**src/rtl/simplez_pkg.sv**
```systemverilog
// Shared opcode and sequencer-state encodings for the Simplez accumulator core.
package simplez_pkg;

    localparam int unsigned OPC_W = 3;

    typedef enum logic [OPC_W-1:0] {
        OpSt   = 3'd0,
        OpLd   = 3'd1,
        OpAdd  = 3'd2,
        OpBr   = 3'd3,
        OpBz   = 3'd4,
        OpClr  = 3'd5,
        OpDec  = 3'd6,
        OpHalt = 3'd7
    } opcode_e;

    typedef enum logic [2:0] {
        StFetch  = 3'd0,
        StDecode = 3'd1,
        StOper   = 3'd2,
        StWb     = 3'd3,
        StHalt   = 3'd4
    } state_e;

    // Instructions that need a memory operand cycle after decode.
    function automatic logic needs_oper(input opcode_e op);
        return (op == OpSt) || (op == OpLd) || (op == OpAdd);
    endfunction

endpackage

```
**src/rtl/simplez_seq.sv**
```systemverilog
// Control sequencer: FSM plus microorder decode. State advances on the falling clock edge.
module simplez_seq
    import simplez_pkg::*;
(
    input  logic    clk,
    input  logic    rstn,
    input  logic    run,
    input  logic    cont,
    input  opcode_e op_rd,
    input  opcode_e op_ri,
    input  logic    ac_zero,
    output logic    mem_re,
    output logic    mem_we,
    output logic    addr_cd,
    output logic    cp_inc,
    output logic    cp_load,
    output logic    ri_load,
    output logic    ac_clr,
    output logic    ac_dec,
    output logic    ac_load,
    output logic    ac_add,
    output logic    halted
);

    state_e state;
    state_e state_d;

    always_comb begin
        state_d = state;
        unique case (state)
            StFetch:  state_d = run ? StDecode : StFetch;
            StDecode: begin
                if (op_rd == OpHalt) begin
                    state_d = StHalt;
                end else if (needs_oper(op_rd)) begin
                    state_d = StOper;
                end else begin
                    state_d = StFetch;
                end
            end
            StOper:   state_d = (op_ri == OpSt) ? StFetch : StWb;
            StWb:     state_d = StFetch;
            StHalt:   state_d = cont ? StFetch : StHalt;
            default:  state_d = StFetch;
        endcase
    end

    always_ff @(negedge clk or negedge rstn) begin
        if (!rstn) begin
            state  <= StFetch;
            halted <= 1'b0;
        end else begin
            state  <= state_d;
            halted <= (state_d == StHalt);
        end
    end

    // Strobes are gated by rstn so a reset in any cycle drops them immediately.
    always_comb begin
        mem_re  = 1'b0;
        mem_we  = 1'b0;
        addr_cd = 1'b0;
        cp_inc  = 1'b0;
        cp_load = 1'b0;
        ri_load = 1'b0;
        ac_clr  = 1'b0;
        ac_dec  = 1'b0;
        ac_load = 1'b0;
        ac_add  = 1'b0;
        unique case (state)
            StFetch: begin
                mem_re = rstn & run;
                cp_inc = run;
            end
            StDecode: begin
                ri_load = 1'b1;
                cp_load = (op_rd == OpBr) || ((op_rd == OpBz) && ac_zero);
                ac_clr  = (op_rd == OpClr);
                ac_dec  = (op_rd == OpDec);
            end
            StOper: begin
                addr_cd = 1'b1;
                mem_we  = rstn & (op_ri == OpSt);
                mem_re  = rstn & (op_ri != OpSt);
            end
            StWb: begin
                ac_load = (op_ri == OpLd);
                ac_add  = (op_ri == OpAdd);
            end
            default: ;
        endcase
    end

endmodule

```
**src/rtl/simplez_core.sv**
```systemverilog
// Simplez accumulator machine: datapath (CP, RA, RI, AC) around the simplez_seq sequencer.
module simplez_core
    import simplez_pkg::*;
#(
    parameter int unsigned   AW       = 9,
    parameter int unsigned   DW       = AW + 3,
    parameter logic [AW-1:0] RESET_PC = '0
) (
    input  logic          clk,
    input  logic          rstn,
    input  logic          run,
    input  logic          cont,
    output logic [AW-1:0] mem_addr,
    output logic          mem_re,
    output logic          mem_we,
    output logic [DW-1:0] mem_wdata,
    input  logic [DW-1:0] mem_rdata,
    output logic [DW-1:0] acc,
    output logic [AW-1:0] pc,
    output logic          halted
);

    logic [AW-1:0] cp;
    logic [AW-1:0] ra;
    logic [DW-1:0] ri;
    logic [DW-1:0] ac;

    logic addr_cd, cp_inc, cp_load, ri_load;
    logic ac_clr, ac_dec, ac_load, ac_add;

    opcode_e op_rd;
    opcode_e op_ri;

    assign op_rd = opcode_e'(mem_rdata[DW-1:DW-OPC_W]);
    assign op_ri = opcode_e'(ri[DW-1:DW-OPC_W]);

    simplez_seq u_seq (
        .clk     (clk),
        .rstn    (rstn),
        .run     (run),
        .cont    (cont),
        .op_rd   (op_rd),
        .op_ri   (op_ri),
        .ac_zero (ac == '0),
        .mem_re  (mem_re),
        .mem_we  (mem_we),
        .addr_cd (addr_cd),
        .cp_inc  (cp_inc),
        .cp_load (cp_load),
        .ri_load (ri_load),
        .ac_clr  (ac_clr),
        .ac_dec  (ac_dec),
        .ac_load (ac_load),
        .ac_add  (ac_add),
        .halted  (halted)
    );

    // Operand cycles address CD from RI; every other cycle presents CP.
    assign ra        = addr_cd ? ri[AW-1:0] : cp;
    assign mem_addr  = ra;
    assign mem_wdata = ac;
    assign acc       = ac;
    assign pc        = cp;

    always_ff @(negedge clk or negedge rstn) begin
        if (!rstn) begin
            cp <= RESET_PC;
            ri <= '0;
            ac <= '0;
        end else begin
            if (cp_inc) begin
                cp <= cp + 1'b1;
            end else if (cp_load) begin
                cp <= mem_rdata[AW-1:0];
            end
            if (ri_load) begin
                ri <= mem_rdata;
            end
            if (ac_clr) begin
                ac <= '0;
            end else if (ac_dec) begin
                ac <= ac - 1'b1;
            end else if (ac_load) begin
                ac <= mem_rdata;
            end else if (ac_add) begin
                ac <= ac + mem_rdata;
            end
        end
    end

endmodule

```
**config.mk**
```make
export PLATFORM = sky130hd
export DESIGN_NAME = simplez_core
export DESIGN_NICKNAME = d
export VERILOG_FILES = /design/src/rtl/simplez_pkg.sv /design/src/rtl/simplez_seq.sv /design/src/rtl/simplez_core.sv
export SDC_FILE = /design/constraint.sdc
export NUM_CORES = 1
export LEC_CHECK = 0
export ABC_AREA = 1
export CAP_MARGIN = 20
export CELL_PAD_IN_SITES_DETAIL_PLACEMENT = 0
export CELL_PAD_IN_SITES_GLOBAL_PLACEMENT = 1
export CORE_UTILIZATION = 37
export CTS_CLUSTER_DIAMETER = 120
export CTS_CLUSTER_SIZE = 16
export DETAILED_ROUTE_END_ITERATION = 8
export GPL_TIMING_DRIVEN = 0
export PLACE_DENSITY_LB_ADDON = 0.15
export SLEW_MARGIN = 20
export SYNTH_ARGS = -nofsm -noshare
export SYNTH_HDL_FRONTEND = slang
export SYNTH_HIERARCHICAL = 1
export SYNTH_SLANG_ARGS = --single-unit
```
**constraint.sdc**
```tcl
create_clock -name clk -period 2.43 [get_ports clk]
set_input_delay 0.486 -clock clk [delete_from_list [all_inputs] [get_ports clk]]
set_output_delay 0.486 -clock clk [all_outputs]
set_load 0.02 [all_outputs]
```
== Word level (Yosys, flattened, before mapping) ==
Cells that the tools add are included.

* Reductions and logical operators: 11
* Bitwise operators: 3
* Eq/ne operators: 14
* Muxes and demuxes: 23
* Add/sub/neg operators: 3

{| class="wikitable"
|+ Operators with widths
! operator !! number
|-
| $mux 12 || 4
|-
| $mux 9 || 3
|-
| $eq 3x3->1 const B || 6
|-
| $eq 3x2->1 const B || 5
|-
| $add 12x12->12 || 1
|-
| $logic_not 12->1 || 1
|-
| $pmux 3 s4 || 1
|-
| $sub 12x1->12 const B || 1
|-
| $mux 1 || 10
|-
| $add 9x1->9 const B || 1
|-
| $eq 3x1->1 const B || 3
|-
| $logic_not 3->1 || 3
|-
| $mux 3 || 2
|-
| $mux 2 || 2
|-
| $reduce_bool 4->1 || 1
|-
| $and 1x1->1 || 3
|-
| $logic_or 1x1->1 || 3
|-
| $reduce_bool 3->1 || 1
|-
| $pmux 1 s2 || 1
|-
| $reduce_bool 2->1 || 1
|-
| $logic_and 1x1->1 || 1
|}

* Flip-flop bits (word level): 37
* Input port bits: 16

== Logic depth before layout (Yosys ltp) ==
* Word-level depth: 7
* Depth in mapped cells: 13

== Cells and area by module ==
The synthesis kept the hierarchy.

{| class="wikitable"
|+ Modules (own cells, without submodules)
! module !! cells each !! times used !! area an instance (um^2) !! sequential area each (um^2)
|-
| simplez_core || 398 || 1 || 2743.9 || 825.8
|-
| simplez_seq || 52 || 1 || 317.8 || 100.1
|}

==> flow_metrics.py <==
metrics = {
    "outcome": {
        "status": "finished, violations left",
        "violations": "negative setup slack",
    },
    "floorplan": {
        "rows": 32,
        "die_h_um": 93.0,
        "die-area_um2": 8640,
        "core_um2": 7850,
        "die_w_um": 93.0,
        "num_io_pins": 61,
        "start_util": 0.390,
    },
    "detailed_routing": {
        "avgRoutedWirePerCell_um": 15.6,
        "wirelength_um": 10800,
        "drt_pass1_iterations": 4,
        "dr_total_vias": 3501,
        "first_iter_violations": 151,
        "route.detailed.drc": 0,
        "viasPerCell": 5.04,
        "antenna_left": 0,
    },
    "worst_hold_path": {
        "hold_path.class": "reg2reg",
        "worstHoldPathCells": 1,
        "hp-start": "ri[9]",
    },
    "cells_and_area": {
        "mostFrequentLayoutCells": "95 x nand2_1, 72 x buf_6, 60 x buf_4",
        "final_nets": 622,
        "area_growth_pct": 78.6,
        "final_layout_size_suffix_gt1_frac": 0.519,
        "final_cells": 694,
        "postLayoutCoreUtil": 0.697,
        "final_common_cell": "nand2_1",
        "diodes": 0,
    },
    "worst_setup_path": {
        "crit_path_max_incr_delay_ns": 0.44,
        "critPathLaunch": "u_seq/state[2]",
        "crit_path_max_fanout": 6,
        "end_kind": "primary output",
        "rr_startpoint": "acc[0]",
        "slowest_stage": "dfrtn_1",
        "critPathRequiredTime_ns": 1.94,
        "path_cells": "nor2_2, nand2_2, clkinv_4, clkbuf_16, a21oi_4, buf_6",
        "path_class": "reg2out",
        "arrival_ns": 2.66,
        "startpoint_type": "register",
        "reg2reg_depth": 12,
    },
    "logic_synthesis": {
        "seq_area_frac_synth": 0.302,
        "synth_adder_area_share": 0.0638,
        "synth_fp_nets": 481,
        "ys_seq_elements": 37,
        "synth_compound_area_frac": 0.120,
        "synthDominantCellAreaShare": 0.302,
        "synth_xor_area_frac": 0.0286,
        "synth_top_family_by_area": "simple AND/OR/NAND/NOR gates",
        "synth_mux_area_frac": 0.0368,
        "yosys.area.top_type": "dfrtn_1",
        "synthSimpleGateAreaFrac": 0.329,
        "yosysWarnings": 6,
        "ys_top_cells_by_area": "dfrtn_1 30%, nand2_1 16%, inv_1 6.4%",
        "post_synth.cell_area_avg_um2": 6.80,
        "yosysUniqueCellTypes": 35,
        "netlist_area_um2": 3060,
        "netlist_instances": 450,
    },
    "clock_tree": {
        "cts_buffer_depth": 2,
        "clk_latency_ns": 0.30,
        "cts_made_buffers": 5,
        "root_buffer": "clkbuf_8",
        "postCtsHoldBufs": 0,
        "worst_setup_hold_path_clk_slew_ns": 0.05,
        "cts.htree.levels": 2,
        "cts_tree": "yes",
        "clock-sinks": 37,
    },
    "place": {
        "place_ws_ns": -1.48,
        "dp_hpwl_um": 7060,
        "gp_congestion": 0.810,
        "dp.cells": 613,
        "portBuffers": 60,
    },
    "power_and_ir_drop": {
        "peakVddDrop_mv": 0.652,
        "p_leak_nw": 2.65,
        "p_int_w": 0.00394,
        "power_frac_comb": 0.777,
        "p_sw_frac": 0.470,
        "pwr_density_cell_nw_per_um2": 1360,
        "p_switching_w": 0.00349,
        "seq_power_share": 0.161,
        "power_frac_clock": 0.061,
    },
    "global_routing": {
        "grt_usage": 0.249,
        "grt_pass1_vias": 3474,
        "antenna_found_initial": 0,
        "grt_max_degree": 24,
        "grt_pass1_wl_um": 16700,
        "overflow": 0,
    },
    "sta": {
        "hold-worst-slack_ns": 0.516,
        "finalClockSkew_ns": 0.00651,
        "slew-limit-headroom": 0.654,
        "tightest_slew_ns": 0.516,
        "setup_ws_ns": -0.717,
        "slew_viol_final": 0,
        "rsz0062_at_grt": "yes",
        "setup_viol_count_final": 60,
        "hold_violations": 0,
    },
    "job": {
        "drv_cap": 0,
    },
}
-- stage by stage --
step / setup TNS (ns) / area, µm² / power, W
2_1_floorplan: -9.61 / 3530 / 0.00411
3_3_place_gp: -108.71 / 4260 / 0.00535
3_5_place_dp: -60.08 / 4270 / 0.00543
4_1_cts: -18.68 / 5250 / 0.00709
5_1_grt: -21.00 / 5470 / 0.00790
6_report: -18.48 / 5470 / 0.00743
-- layer usage --
layer	track usage	share of wire	vias to the layer above
met4	0.0615	0.021	0
li1	-	-	1730
met3	0.0279	0.027	20
met2	0.459	0.52	68
met1	0.307	0.43	1683
met5	0	0	-
-- cells in the mapped netlist, drive strengths merged --
| cell | count |
|---|---|
| o21ai | 29 |
| nand3 | 32 |
| o211ai | 6 |
| fa | 1 |
| nor2 | 48 |
| inv | 60 |
| mux2 | 10 |
| nand4 | 5 |
| clkbuf | 5 |
| ha | 14 |
| o311ai | 1 |
| a32o | 1 |
| a21oi | 25 |
| a22oi | 1 |
| buf | 16 |
| xnor2 | 3 |
| or2 | 1 |
| dfrtn | 37 |
| nor3 | 4 |
| nand2 | 139 |
| o31ai | 1 |
| xor2 | 7 |
| nand3b | 2 |
| o221ai | 2 |
-- critical path: cells and delay by family (launching register included) --
kind / cells / cell delay (ns)
DFF: 1 / 0.44
buffers and inverters: 3 / 0.41
and+or+nand+nor: 2 / 0.15
AOI/OAI and AO/OA: 1 / 0.14
-- sequential cells by signal (all words and copies together), names as in the netlist --
register and cells:
pc 9, u_seq/state 3, u_seq/halted 1, acc 12, ri 12
-- area by class of cell --
| type | instances | area, µm² |
|---|---|---|
| plain buffers | 10 | 114 |
| repair buffers | 144 | 1480 |
| flip-flops and latches | 37 | 926 |
| fillers | 633 | 2380 |
| well taps | 102 | 128 |
| multi-input cells | 333 | 2490 |
| inverters | 60 | 253 |
| clock buffers | 5 | 68.8 |
| clock inverters | 3 | 17.5 |
-- power groups by stage --
stage / combinational (W) / clock (W) / sequential (W)
finish: 0.00578 / 0.000454 / 0.00120
global route: 0.00619 / 0.000479 / 0.00123
CTS: 0.00543 / 0.000461 / 0.00120
detailed placement: 0.00404 / 0 / 0.00140
global placement: 0.00397 / 0 / 0.00138
floorplan: 0.00263 / 0 / 0.00148
-- path summary, 6_finish.rpt --
check,endpoint,slack [ns]
setup / recovery,mem_addr[7],-0.72
hold / removal,ri[9],0.52
setup reg to reg,pc[4],0.07
hold reg to reg,ri[9],0.52
max in group asynchronous,ri[7],0.69
min in group asynchronous,ri[4],1.22
-- logic make-up after synthesis --
family / Yosys count
AO/OA/AOI/OAI: 66
XOR/XNOR: 10
adder cells (fa/ha/maj): 15
buffers and inverters: 81
flip-flops: 37
multiplexers: 10
AND/OR/NAND/NOR: 231
-- what timing repair did --
item	4_1_cts	5_1_grt
setup buffers	68	26
gates cloned	2	0
pin swaps	64	68
setup endpoints to repair	73	65
gates resized for setup	431	61
Power figures use the tool's default switching activity.
